[src/rtl/counter_arbiter.sv]
// counter_arbiter
//   Round-robin arbiter that lends a shared 2-bit burst counter to one of four
//   requesters at a time. A grant lasts until the owner drops its request or
//   the burst limit is reached. Handover to the next requester happens on the
//   same edge, so there is no idle cycle between grants.
//
// Ports
//   clk        : single clock, all state on rising edge
//   reset      : synchronous, active-high
//   req[3:0]   : request lines, req[i]=1 means requester i wants the counter
//   grant[3:0] : one-hot grant or all-zero (registered)
//   grant_id   : index of the granted requester, valid while busy=1 (registered)
//   count_out  : cycles elapsed in the current grant, 0..MAX_BURST-1 (registered)
//   busy       : high whenever a grant is active
//   burst_done : high in the last cycle of a grant that reaches the burst limit
module counter_arbiter #(
    parameter int MAX_BURST = 4
) (
    input  logic       clk,
    input  logic       reset,
    input  logic [3:0] req,
    output logic [3:0] grant,
    output logic [1:0] grant_id,
    output logic [1:0] count_out,
    output logic       busy,
    output logic       burst_done
);

    localparam logic [0:0] ST_IDLE  = 1'b0;
    localparam logic [0:0] ST_GRANT = 1'b1;
    localparam logic [1:0] LAST     = 2'(MAX_BURST - 1);

    logic [0:0] r_state;
    logic [1:0] r_ptr;
    logic [1:0] r_grant_id;
    logic [1:0] r_count;
    logic [3:0] r_grant;

    logic       w_end;
    logic [1:0] w_ptr_nxt;
    logic [1:0] w_arb_ptr;
    logic [2:0] w_pick;

    // Returns {found, index}: first set bit of r scanning upward from p (mod 4).
    // The scan runs backwards so the lowest offset from p is written last.
    function automatic logic [2:0] pick(input logic [3:0] r, input logic [1:0] p);
        logic [2:0] res;
        logic [1:0] idx;
        res = 3'b000;
        for (int k = 3; k >= 0; k--) begin
            idx = p + 2'(k);
            if (r[idx]) begin
                res = {1'b1, idx};
            end
        end
        return res;
    endfunction

    // A grant ends on release or on the limit; both together still end it once.
    assign w_end     = !req[r_grant_id] || (r_count == LAST);
    assign w_ptr_nxt = r_grant_id + 2'd1;
    // At grant end arbitration already uses the advanced pointer, which puts
    // the outgoing owner at lowest priority.
    assign w_arb_ptr = (r_state == ST_GRANT) ? w_ptr_nxt : r_ptr;
    assign w_pick    = pick(req, w_arb_ptr);

    always_ff @(posedge clk) begin
        if (reset) begin
            r_state    <= ST_IDLE;
            r_grant    <= 4'b0000;
            r_grant_id <= 2'd0;
            r_count    <= 2'd0;
            r_ptr      <= 2'd0;
        end else if (r_state == ST_IDLE) begin
            if (w_pick[2]) begin
                r_state    <= ST_GRANT;
                r_grant    <= 4'b0001 << w_pick[1:0];
                r_grant_id <= w_pick[1:0];
                r_count    <= 2'd0;
            end
        end else begin
            if (!w_end) begin
                r_count <= r_count + 2'd1;
            end else begin
                r_ptr   <= w_ptr_nxt;
                r_count <= 2'd0;
                if (w_pick[2]) begin
                    r_grant    <= 4'b0001 << w_pick[1:0];
                    r_grant_id <= w_pick[1:0];
                end else begin
                    r_state <= ST_IDLE;
                    r_grant <= 4'b0000;
                end
            end
        end
    end

    assign grant      = r_grant;
    assign grant_id   = r_grant_id;
    assign count_out  = r_count;
    assign busy       = (r_state == ST_GRANT);
    assign burst_done = busy && (r_count == LAST);

endmodule
[config.mk]
export PLATFORM = sky130hd
export DESIGN_NAME = counter_arbiter
export DESIGN_NICKNAME = d
export VERILOG_FILES = /design/src/rtl/counter_arbiter.sv
export SDC_FILE = /design/constraint.sdc
export NUM_CORES = 1
export LEC_CHECK = 0
export BUFFER_PORTS_ARGS = -buffer_cell sky130_fd_sc_hd__buf_2
export CELL_PAD_IN_SITES_DETAIL_PLACEMENT = 0
export CELL_PAD_IN_SITES_GLOBAL_PLACEMENT = 1
export CORE_MARGIN = 3
export CORE_UTILIZATION = 39
export DETAILED_ROUTE_END_ITERATION = 7
export HOLD_SLACK_MARGIN = 0.08
export MAX_ROUTING_LAYER = met4
export PLACE_DENSITY = 0.78
export SETUP_SLACK_MARGIN = 0.1
export SLEW_MARGIN = 20
export SYNTH_ARGS = -nofsm -noshare
export SYNTH_HDL_FRONTEND = slang
export SYNTH_SLANG_ARGS = --single-unit
[constraint.sdc]
create_clock -name clk -period 4.69 [get_ports clk]
set_input_delay 1.407 -clock clk [delete_from_list [all_inputs] [get_ports clk]]
set_output_delay 1.407 -clock clk [all_outputs]
set_load 0.05 [all_outputs]
* Word-level counts from Yosys, hierarchy flattened *
Cells that the tools add are included.
W data, S select, Z words.

storage, ports and cells
  bits in registers = 11
  bits in latches = 0
  memory bits (writable) = 0
  ROM bits = 0
  input bits = 6
  output and inout bits = 10
  word-level logic and storage cells = 52
  memories = 0

cells by class
  add/sub/neg operators = 5
  multiply operators = 0
  divide/modulo/power cells = 0
  magnitude comparators = 5
  equality and inequality tests = 2
  shift-type cells = 1
  muxes and demuxes = 28
  bitwise operators = 0
  reduce and logical (&&, ||, !) cells = 6

operators with widths
  kind                   count
  $mux W4                4
  $lt A2 B3 Y1 const B   5
  $mux W2                7
  $mux W3                4
  $bmux W1 S2            5
  $mux W1                8
  $add A2 B1 Y2 const B  3
  $add A2 B2 Y2 const B  2
  $reduce_and A2 Y1      2
  $shl A1 B2 Y4 const A  1
  $eq A2 B2 Y1 const B   1
  $ne A2 B1 Y1 const B   1
  $reduce_bool A2 Y1     1
  $logic_and A1 B1 Y1    1
  $logic_not A1 Y1       1
  $logic_or A1 B1 Y1     1

* Longest topological paths before layout *
  word-level depth = 13
  gate-level depth with buffers = 6
  depth with buffers taken out = 6

* Worst setup path before layout *
OpenSTA, ideal clock, no wires.

  path type = register to output
  from = reg r_count[0], in the netlist count_out[0]
  to = out burst_done
  arrival time = 1.585 ns
  required time = 3.283 ns
  slack = 1.698 ns
  cell stages (with the launch flop) = 4
  buffers on the path = 0
  path through = dfxtp_1 -> ha_1 -> inv_1 -> nor2_1

on the way
  longest elaborated chain between the ends = 2

RTL lines
  element                   RTL line  text
  start: declaration        36        logic [1:0] r_count;
  start signal: assignment  83        r_count <= r_count + 2'd1;
  $eq A2 B2 Y1              102       assign burst_done = busy && (r_count == LAST);
  $logic_and A1 B1 Y1       102
  end: declaration          26        output logic burst_done

Every way passes these cells.

* Final worst setup path *
  from = reg r_state, in the netlist busy
  to = out burst_done

on the way
  longest elaborated chain between the ends = 1

RTL lines
  element                   RTL line  text
  start: declaration        33        logic [0:0] r_state;
  start signal: assignment  69        r_state <= ST_IDLE;
  start signal: assignment  76        r_state <= ST_GRANT;
  start signal: assignment  91        r_state <= ST_IDLE;
  $logic_and A1 B1 Y1       102

Every way passes these cells.

==> metrics.yaml <==
outcome:
  run_status: "completed"
worst_hold_path:
  worst_hold_path.num_cells: 2
  hold_path_startpoint: "grant[1]"
  hold_path.class: "flip-flop to flip-flop"
  holdPathEnd: "grant[1]"
worst_setup_path:
  reg2reg_to: "grant_id[1]"
  reg2reg_slack_ns: 2.74
  timing.setup.critical_path_class: "flip-flop to output pin"
  worstReg2RegStart: "grant_id[0]"
  timing.critical_path.required_ns: 3.28
  arrival_ns: 1.34
  crit_fanout: 13
  critical_path.startpoint_type: "flip-flop"
  worstRegToRegCells: 4
  worst_setup_path_end_kind: "output pin"
power_and_ir_drop:
  switching_power_uw: 94.4
  power.ir.vdd_worst_mv: 0.178
  p_leak_nw: 0.330
  comb_power_share_pct: 29.0
  power_frac_seq_pct: 44.9
  intPower_uw: 158
  clock_power_share_pct: 26.0
  powerDensity_nw_per_um2: 350
  power.switching_fraction_pct: 37.3
clock_network:
  cts.path.max_buffers: 2
  insertion_delay_ns: 0.27
  clock_tree.htree_level_count: 1
  number_of_buffers_inserted_by_hold_repair_at_cts: 0
  post_cts_resize_count: 0
  clock_pin_transition_on_the_worst_setup_and_hold_timing_paths_ns: 0.08
  post-cts-setup-buffer-count: 0
  root_buffer: "sky130_fd_sc_hd__clkbuf_4"
  cts_sinks: 11
  numCtsBuffers: 3
  tritoncts: "yes"
global_routing:
  grt_pass1_vias: 524
  grt_pass1_wl_um: 2420
  antenna_found_initial: 0
  grt_overflow_total: 0
  grt_use_total_pct: 16.2
  grt_max_degree: 14
timing:
  max_freq_ghz: 0.365
  final_hold_viol_count: 0
  max_slew_margin_pct: 62.3
  setup_viol_count_final: 0
  hold-worst-slack_ns: 0.450
  timing.setup.tns_ns: 0
  maxSlewViolCount: 0
  max_clock_skew_ns: 0.0106
  post-route-min-period_ns: 2.74
  worst_pin_slew_ns: 0.552
  timing.final.ws_setup_ns: 1.95
  grt_setup_unrepaired: "no"
  period_share_pct: 58.5
finish:
  design.final.nets: 99
  layout_commonest_cell: "sky130_fd_sc_hd__buf_2"
  layout-area-overhead-vs-synth_pct: 14.3
  ff_latch_area_um2: 220
  multi_input_comb_area_um2: 354
  antenna_cells: 0
  mostFrequentLayoutCells: "sky130_fd_sc_hd__buf_2, sky130_fd_sc_hd__dfxtp_1, sky130_fd_sc_hd__nor2_1, sky130_fd_sc_hd__inv_1, sky130_fd_sc_hd__nand2_1"
  final_area_um2: 722
  layout.filler_cells: 149
  stdcell_count: 106
  post_route_cells_drive_above_1_share_pct: 23.1
synthesis:
  synthesis.area_um2: 632
  synth_seq_area_share_pct: 34.9
  predominant_post_synthesis_flop_cell: "sky130_fd_sc_hd__dfxtp_1"
  synth_edf_count: 0
  synth.ff_latch_count: 11
  mappedNetlistNets: 83
  syn_area_per_cell_um2: 8.31
  ys.warnings.count: 0
  synthArstFlopShare_pct: 0
  postSynthCellCount: 76
  synth.lib_cells_used.distinct: 32
detailed_routing:
  detailedRoute.firstPassIterationCount: 4
  drtAntennaViolNets: 0
  drc_errors: 0
  totalWireLength_um: 1440
  detail_route.iter0.violations: 10
  via_count: 581
  avgViaCountPerCell: 5.48
  routedWlPerCell_um: 13.5
placement:
  routabilityCongestion: 0.880
  post-place-ws_ns: 1.79
  placedCellCount: 102
  detailed_place_hpwl_um: 1080
  dpl-instance-area_um2: 694
  port_buffers: 15
floorplan:
  initial_core_util_pct: 44.7
  die_h_um: 46.3
  die-area_um2: 2140
  chipWidth_um: 46.3
  floorplan.rows: 13
  core_area_um2: 1420
  top_level_ports: 16
run:
  maxCapViolCount: 0
==> kinds of logic after synthesis <==
group	count (synthesis)	share of synthesized area (%)
simple gates	27	20.2
fa+ha+maj	1	1.98
flops	11	34.9
buf+inv	11	9.11
compound gates	20	22.8
mux	4	8.32
xor+xnor	2	2.77
==> final cells by class <==
cell class	count	share of cell area [%]
Tap cell	15	2.60
Multi-Input combinational cell	54	49.0
Sequential cell	11	30.5
Inverter	7	3.64
Clock inverter	1	0.693
Clock buffer	3	3.12
Timing Repair Buffer	15	10.4
==> worst max path at each step <==
stage	start	end	slack, ns	cells past startpoint
floorplan	count_out[0]	burst_done	1.70	3
global placement	req[3]	grant_id[1]	1.80	5
detailed placement	req[3]	grant_id[1]	1.79	5
CTS	busy	burst_done	1.93	3
global route	busy	burst_done	1.87	3
finish	busy	burst_done	1.95	3
==> stage by stage <==
step / util (%) / total power, mW
final: 51.0 / 0.253
after floorplan: - / 0.174
after global routing: 51.0 / 0.268
after CTS: 51.0 / 0.257
after global placement: 49.1 / 0.189
after detailed placement: 49.1 / 0.189
==> power by group through the flow <==
stage	logic (mW)	registers (mW)	clock network, mW
floorplan	0.0414	0.133	0
global placement	0.0727	0.116	0
detailed placement	0.0732	0.116	0
CTS	0.0737	0.114	0.0697
global route	0.0805	0.115	0.0726
finish	0.0733	0.114	0.0658
==> Yosys cell counts (2+ instances only) <==
cell / instances / area share (%)
sky130_fd_sc_hd__dfxtp_1: 11 / 35
sky130_fd_sc_hd__nor2_1: 10 / 5.9
sky130_fd_sc_hd__inv_1: 7 / 4.2
sky130_fd_sc_hd__nand2_1: 6 / 3.6
sky130_fd_sc_hd__a2111oi_0: 3 / 4.2
sky130_fd_sc_hd__a211oi_1: 3 / 3.6
sky130_fd_sc_hd__a21oi_1: 3 / 2.4
sky130_fd_sc_hd__mux2i_1: 3 / 4.8
sky130_fd_sc_hd__o21ai_0: 3 / 2.4
sky130_fd_sc_hd__a22o_1: 2 / 2.8
sky130_fd_sc_hd__buf_6: 2 / 3.6
sky130_fd_sc_hd__nand3_1: 2 / 1.6
sky130_fd_sc_hd__nor3_1: 2 / 1.6
==> state kept, by name, indices dropped and copies added, names as in the netlist <==
register,count
grant,4
count_out,2
grant_id,2
r_ptr,2
busy,1
==> metal layers <==
| metal | global-route usage (%) | part of all wire [%] | wire (um) | up-vias |
|---|---|---|---|---|
| li1 | - | - | - | 302 |
| met1 | 22.8 | 50 | 711 | 257 |
| met2 | 22.0 | 43 | 621 | 20 |
| met3 | 4.69 | 6.4 | 92 | 2 |
| met4 | 5.11 | 0.70 | 10 | 0 |
| met5 | - | 0 | 0 | - |
==> worst max-delay path, stage by stage (launching register included) <==
cell                      delay (ns)
sky130_fd_sc_hd__dfxtp_1        0.56
sky130_fd_sc_hd__inv_1          0.12
sky130_fd_sc_hd__nor2_1         0.11
sky130_fd_sc_hd__buf_2          0.26
(Power assumes the default switching activity.)
